--- src/rtl/fixed_to_float.sv ---
// Multi-cycle converter: signed Q1.31 fixed point to IEEE-754 single precision.
// Optional build macro FIX2FLT_ROUND_EN selects round-to-nearest-even packing (default truncates).
module fixed_to_float (
  input  logic        clock,
  input  logic        aclr,
  input  logic        clk_en,
  input  logic        start,
  input  logic [31:0] dataa,
  output logic [31:0] result,
  output logic        done,
  output logic        busy,
  output logic [1:0]  state_dbg
);

  // Handshake: start is taken only when busy=0 and clk_en=1; done is a single
  // pulse (held while clk_en=0) and result stays valid until the next done.
  typedef enum logic [1:0] {
    IDLE = 2'd0,
    ABS  = 2'd1,
    NORM = 2'd2,
    PACK = 2'd3
  } state_t;

  state_t      state_q, state_d;
  logic [31:0] operand_q, operand_d;
  logic [31:0] mag_q, mag_d;
  logic [31:0] result_q, result_d;
  logic [7:0]  exp_q, exp_d;
  logic        sign_q, sign_d;
  logic        done_q, done_d;

  logic [22:0] frac_pack;
  logic [7:0]  exp_pack;

`ifdef FIX2FLT_ROUND_EN
  logic        round_up;
  logic [23:0] frac_sum;

  // A carry out of the fraction leaves it zero and bumps the exponent.
  always_comb begin
    round_up  = mag_q[7] & ((|mag_q[6:0]) | mag_q[8]);
    frac_sum  = {1'b0, mag_q[30:8]} + {23'd0, round_up};
    frac_pack = frac_sum[22:0];
    exp_pack  = exp_q + {7'd0, frac_sum[23]};
  end
`else
  logic unused_lsbs;

  always_comb begin
    frac_pack   = mag_q[30:8];
    exp_pack    = exp_q;
    unused_lsbs = ^mag_q[7:0];
  end
`endif

  always_comb begin
    state_d   = state_q;
    operand_d = operand_q;
    sign_d    = sign_q;
    mag_d     = mag_q;
    exp_d     = exp_q;
    result_d  = result_q;
    done_d    = 1'b0;
    case (state_q)
      IDLE: begin
        if (start) begin
          operand_d = dataa;
          state_d   = ABS;
        end
      end
      ABS: begin
        sign_d  = operand_q[31];
        mag_d   = operand_q[31] ? (~operand_q + 32'd1) : operand_q;
        exp_d   = 8'd127;
        state_d = (operand_q == 32'd0) ? PACK : NORM;
      end
      NORM: begin
        if (mag_q[31]) begin
          state_d = PACK;
        end else begin
          mag_d = {mag_q[30:0], 1'b0};
          exp_d = exp_q - 8'd1;
        end
      end
      PACK: begin
        // Zero keeps exponent 127 in the register, so it is encoded explicitly.
        result_d = (mag_q == 32'd0) ? 32'd0 : {sign_q, exp_pack, frac_pack};
        done_d   = 1'b1;
        state_d  = IDLE;
      end
      default: state_d = IDLE;
    endcase
  end

  always_ff @(posedge clock or negedge aclr) begin
    if (!aclr) begin
      state_q   <= IDLE;
      operand_q <= 32'd0;
      sign_q    <= 1'b0;
      mag_q     <= 32'd0;
      exp_q     <= 8'd0;
      result_q  <= 32'd0;
      done_q    <= 1'b0;
    end else if (clk_en) begin
      state_q   <= state_d;
      operand_q <= operand_d;
      sign_q    <= sign_d;
      mag_q     <= mag_d;
      exp_q     <= exp_d;
      result_q  <= result_d;
      done_q    <= done_d;
    end
  end

  assign result    = result_q;
  assign done      = done_q;
  assign busy      = (state_q != IDLE);
  assign state_dbg = state_q;

endmodule

--- config.mk ---
export PLATFORM = sky130hd
export DESIGN_NAME = fixed_to_float
export DESIGN_NICKNAME = d
export VERILOG_FILES = /design/src/rtl/fixed_to_float.sv
export SDC_FILE = /design/constraint.sdc
export NUM_CORES = 1
export LEC_CHECK = 0
export ABC_AREA = 1
export CAP_MARGIN = 10
export CORE_ASPECT_RATIO = 1.1
export CORE_MARGIN = 2
export CORE_UTILIZATION = 44
export CTS_CLUSTER_DIAMETER = 60
export DETAILED_ROUTE_END_ITERATION = 8
export PLACE_DENSITY = 0.68
export SLEW_MARGIN = 20
export SYNTH_ARGS = -nofsm -noshare
export SYNTH_HDL_FRONTEND = slang
export SYNTH_SLANG_ARGS = --single-unit
--- constraint.sdc ---
create_clock -name clock -period 1.6 [get_ports clock]
set_input_delay 0.32 -clock clock [delete_from_list [all_inputs] [get_ports clock]]
set_output_delay 0.32 -clock clock [all_outputs]
set_load 0.005 [all_outputs]
# Yosys cells after proc, flatten, opt, wreduce, memory -nomap -nowiden
# Index checks and enable logic that the tools add are counted.
[totals]
regBits = 108
elab_cells = 39
output_inout_bits = 36
input_bits = 36
[classes]
n_addsub = 2
reduce_logical = 11
bitwise_logic = 1
muxes = 11
n_eq_ne = 6
[op_table]
columns = ["operator", "n"]
rows = [
  ["32-bit 2-to-1 mux", 3],
  ["32-bit zero test", 2],
  ["32-bit one-hot mux with 2 select lines", 1],
  ["32-bit by 1-bit adder with 32-bit output, second input constant", 1],
  ["32-bit inverter", 1],
  ["8-bit one-hot mux with 2 select lines", 1],
  ["3-bit AND reduction", 3],
  ["8-bit 2-to-1 mux", 1],
  ["2-bit one-hot mux with 4 select lines", 1],
  ["8-bit by 1-bit subtractor with 8-bit output, second input constant", 1],
  ["2-bit inequality test, second input constant", 3],
  ["2-bit AND reduction", 3],
  ["2-bit equality test, second input constant", 2],
  ["2-bit 2-to-1 mux", 2],
  ["2-bit nonzero test", 2],
  ["2-bit by 1-bit equality test with 1-bit output, second input constant", 1],
  ["2-bit zero test", 1],
  ["1-bit 2-to-1 mux", 2],
]

# Logic depth before layout (Yosys ltp)
[depth]
depth_word = 4
mapped_depth = 11
depth_no_buf = 11

# Worst setup path after synthesis
# No wires, ideal clock.
[synth_path]
path_kind = "register -> register"
start = "register state_q[0], in the netlist state_dbg[0]"
end = "register exp_q[6], in the netlist exp_pack[6]"
t_required_ns = 1.473
slack_ns = -0.135
n_path_buf = 0
setup_ns = 0.127
stages_incl_launch_ff = 12
arrival_ns = 1.608
synth_period_minus_slack_ns = 1.735
path_cell_list = "dfrtp_1 -> inv_1 -> ha_1 -> inv_2 -> nor2_4 -> nand2_2 -> nand2_4 -> nand3_2 -> nor2_2 -> nand2_1 -> o21ai_1 -> nand3_1"
[synth_via]
elab_chain_cells = 3
word_cells_on_any_way = 6
cone_classes = "3 x eq/ne; 1 x mux; 2 x reduce/logical"
[synth_lines]
columns = ["item", "line", "text"]
rows = [
  ["start, declared", "24", "state_t state_q, state_d;"],
  ["start signal, assigned", "105", "state_q <= state_d;"],
  ["2-bit equality test or 2-bit by 1-bit equality test with 1-bit output (tied branches)", "64", "case (state_q)"],
  ["2-bit inequality test (no source line) or 2-bit nonzero test (tied branches)", "n/a", ""],
  ["3-bit AND reduction (no source line)", "n/a", ""],
  ["end signal, assigned", "109", "exp_q <= exp_d;"],
  ["end, declared", "28", "logic [7:0] exp_q, exp_d;"],
]
# Parallel ways exist; a longest one is shown, timed or not.
# A chain may end at the register's enable or synchronous reset.

# Worst setup path in the final report
[layout_path]
start = "register state_q[1], in the netlist state_dbg[1]"
end = "register exp_q[2], in the netlist exp_pack[2]"
# Same word-level chain as after synthesis.

==> qor.txt <==
Nets: 907
Clock transition at path regs: 0.07 ns
Crit end category: flop
Port Buffers: 71
Crit-path cells: buf_6, ha_4, buf_12, nor2_4, inv_4, nand2_8, nand3_4, buf_4, buf_4, buf_4, nand3_1
Post-synth EDFFs: 0
Crit path max fanout: 6
Num rows: 42
RSZ-0062 raised after global routing: yes
Routed Antenna Nets: 0
Fin. max-slew vios: 0
Worst skew pair latency: 0.35 ns
Syn Inst Count: 711
Placer Congestion: 0.935
Ys flop type: dfrtp_1
Core box area: 12100 µm²
Most frequent CP cell: buf_4
WL per Instance: 15.9 µm
Fmax: 0.581 GHz
WP data required: 1.88 ns
Commonest cells in the netlist: 140 x nand2_1, 108 x dfrtp_1, 108 x nor2_1
First-pass GRT wire length: 25.4 mm
Sink Count: 108
Sw Share: 41.4%
Synth top area share: 48.9%
Crit Path Class: flop to flop
Switching pwr: 6.15 mW
P_leak: 3.69 nW
Critical Path Start Type: flop
Least-Margin Pin Slew: 0.394 ns
Total of max-cap violations: 0
Normalized max-slew margin: 73.5%
Setup Viol. Count Final: 36
CTS tree: done
Longest Clk Path Bufs: 2
TritonRoute pass-1 iters: 5
Die footprint: 13500 µm²
DRC viols: 0
Synth area leaders: dfrtp_1 49%, nand2_1 9.5%, nor2_1 7.3%
R2R Setup Slk: -0.12 ns
Seq/Total Area, Yosys: 48.9%
Die height: 122 µm
Largest net degree at the start of global routing: 41
Seq cells post-synth: 108
Area growth from synthesis to layout: 43.4%
Initial Util: 45.5%
Final hold viol count: 0
Flop pwr share: 34.6%
WHS: 0.456 ns
Initial antenna violation count: 0
Htree depth: 3
Fraction of layout cells with a size suffix above 1: 24.5%
P per Cell Area: 1870 nW/µm²
CP max stage delay: 0.43 ns
Overflow after GRT: 0
Worst clock skew: 0.00887 ns
Violated checks: setup timing
Vias in the first global route: 5202
Placed instance count: 983
Routed Wire Length: 16.2 mm
Worst EP arrival: 2.00 ns
Via/cell ratio: 5.32
CTS buffer count: 9
Largest area contributor in the netlist: dfrtp_1
Period utilization: 108%
# IOs: 72
Average cell area after synthesis: 7.78 µm²
Synth cell types: 29
Comb power frac: 51.6%
Ant diodes: 0
DR iter-0 viols: 385
Net Count, Synth: 754
Min cycle time layout: 1.72 ns
Clock share of power: 13.7%
Outcome: finished, violations left
Worst IR drop on VDD: 0.000894 V
CTS Root Cell: clkbuf_16
Async S/R FF share, synth: 100%
HP Class: primary input to async pin
Via count: 5444
GRT Total Usage: 23.5%
Post-Syn Area: 5530 µm²
Internal: 8.69 mW
Hpwl dp: 11.5 mm
YS warnings: 0
Count leader, synth: nand2_1
Die width: 111 µm
Final std cells w/o fill: 1023
Slowest cell on the critical path: dfrtp_2
Worst setup margin: -0.122 ns
[flip-flops by register name, indices dropped and copies added, names as in the netlist]
signal	cells
done	1
exp_pack	8
mag_q	32
operand_q	32
result	32
sign_q	1
state_dbg	2
[cell usage in the layout (no fill, tap or decap), types with 2 or more instances in the layout]
cell type	count
nor2_4	6
a21oi_2	17
nor2_1	97
nand2_4	3
buf_12	7
buf_6	4
a22oi_2	4
a22oi_1	12
nand2_2	9
ha_1	2
clkdlybuf4s50_1	67
clkinvlp_4	2
clkbuf_16	12
nand3_4	4
a21oi_1	50
nor3_2	3
o211ai_1	6
nor3_1	3
a21oi_4	4
nor4_1	3
nand3_1	61
buf_4	83
inv_4	2
inv_1	67
nand2_1	129
nor2_2	8
dfrtp_1	106
dfrtp_2	2
o21ai_1	8
nand3_2	6
o21ai_0	29
inv_2	6
ha_4	4
nand2_8	2
mux2_2	11
o21ai_2	4
nand4_1	7
clkbuf_1	4
[power by group through the flow]
stage,registers [mW],logic (mW),clock network (mW)
after floorplan,4.86,3.52,0
after global placement,4.99,6.26,0
after detailed placement,5.05,6.46,0
after CTS,5.03,6.89,2.08
after global routing,5.30,8.35,2.19
final,5.14,7.67,2.04
[logic make-up after synthesis]
family	share of synthesized area, %
adder cells (fa/ha/maj)	1.58
buffers and inverters	7.42
multiplexers	2.24
flip-flops	48.9
AO/OA/AOI/OAI	13.4
XOR/XNOR	0.158
AND/OR/NAND/NOR	26.3
[path summary, 6_finish.rpt]
kind,from,endpoint,depth (start not counted)
worst max register to register,state_dbg[1]$_DFFE_PN0P_,exp_pack[2]$_DFFE_PN0P_,11
min in group clock,done$_DFFE_PN0P_,done$_DFFE_PN0P_,2
max in group asynchronous,aclr,operand_q[8]$_DFFE_PN0P_,3
worst min-delay path,aclr,result[1]$_DFFE_PN0P_,2
worst max-delay path,state_dbg[1]$_DFFE_PN0P_,exp_pack[2]$_DFFE_PN0P_,11
worst min register to register,done$_DFFE_PN0P_,done$_DFFE_PN0P_,2
[through the flow]
| step | setup TNS, ns | worst slack, ns | cell area (µm²) | util (%) | power, mW |
|---|---|---|---|---|---|
| after floorplan | -0.00862 | -0.00862 | 5550 | - | 8.38 |
| after global placement | -8.50 | -0.188 | 6980 | 57.5 | 11.3 |
| after detailed placement | -10.53 | -0.256 | 6980 | 57.5 | 11.5 |
| after CTS | -1.94 | -0.120 | 7490 | 61.7 | 14.0 |
| after global routing | -4.04 | -0.190 | 7930 | 65.3 | 15.9 |
| final | -1.75 | -0.122 | 7930 | 65.3 | 14.8 |
[cell type report]
class                           instances  area (µm²)
Fill cell                            1007        4210
Multi-Input combinational cell        499        2840
Sequential cell                       108        2710
Timing Repair Buffer                  170        1630
Inverter                               76         295
Clock buffer                           13         240
Tap cell                              154         193
Clock inverter                          3        23.8
[critical path, delay by kind of cell, from the launching register on]
kind | cells | cell delay [ns]
adders and majority gates | 1 | 0.17
buffers and inverters | 6 | 0.70
DFF | 1 | 0.43
and+or+nand+nor | 4 | 0.37
[metal layers]
layer	track usage, %	up-vias	share of wire [%]
li1	-	2645	-
met1	31.2	2614	44
met2	40.1	164	50
met3	3.18	21	4.2
met4	8.13	0	1.7
met5	0	-	0
[timing repair]
item | in CTS | in global routing
pin swaps | 7 | 19
gates cloned | 1 | 4
hold buffers | 1 | 0
gates resized for setup | 39 | 81
buffers inserted | 9 | 10
hold endpoints to repair | 24 | 0
endpoints found under the setup margin | 38 | 74
Note: power is estimated with default switching activity, not from simulation.
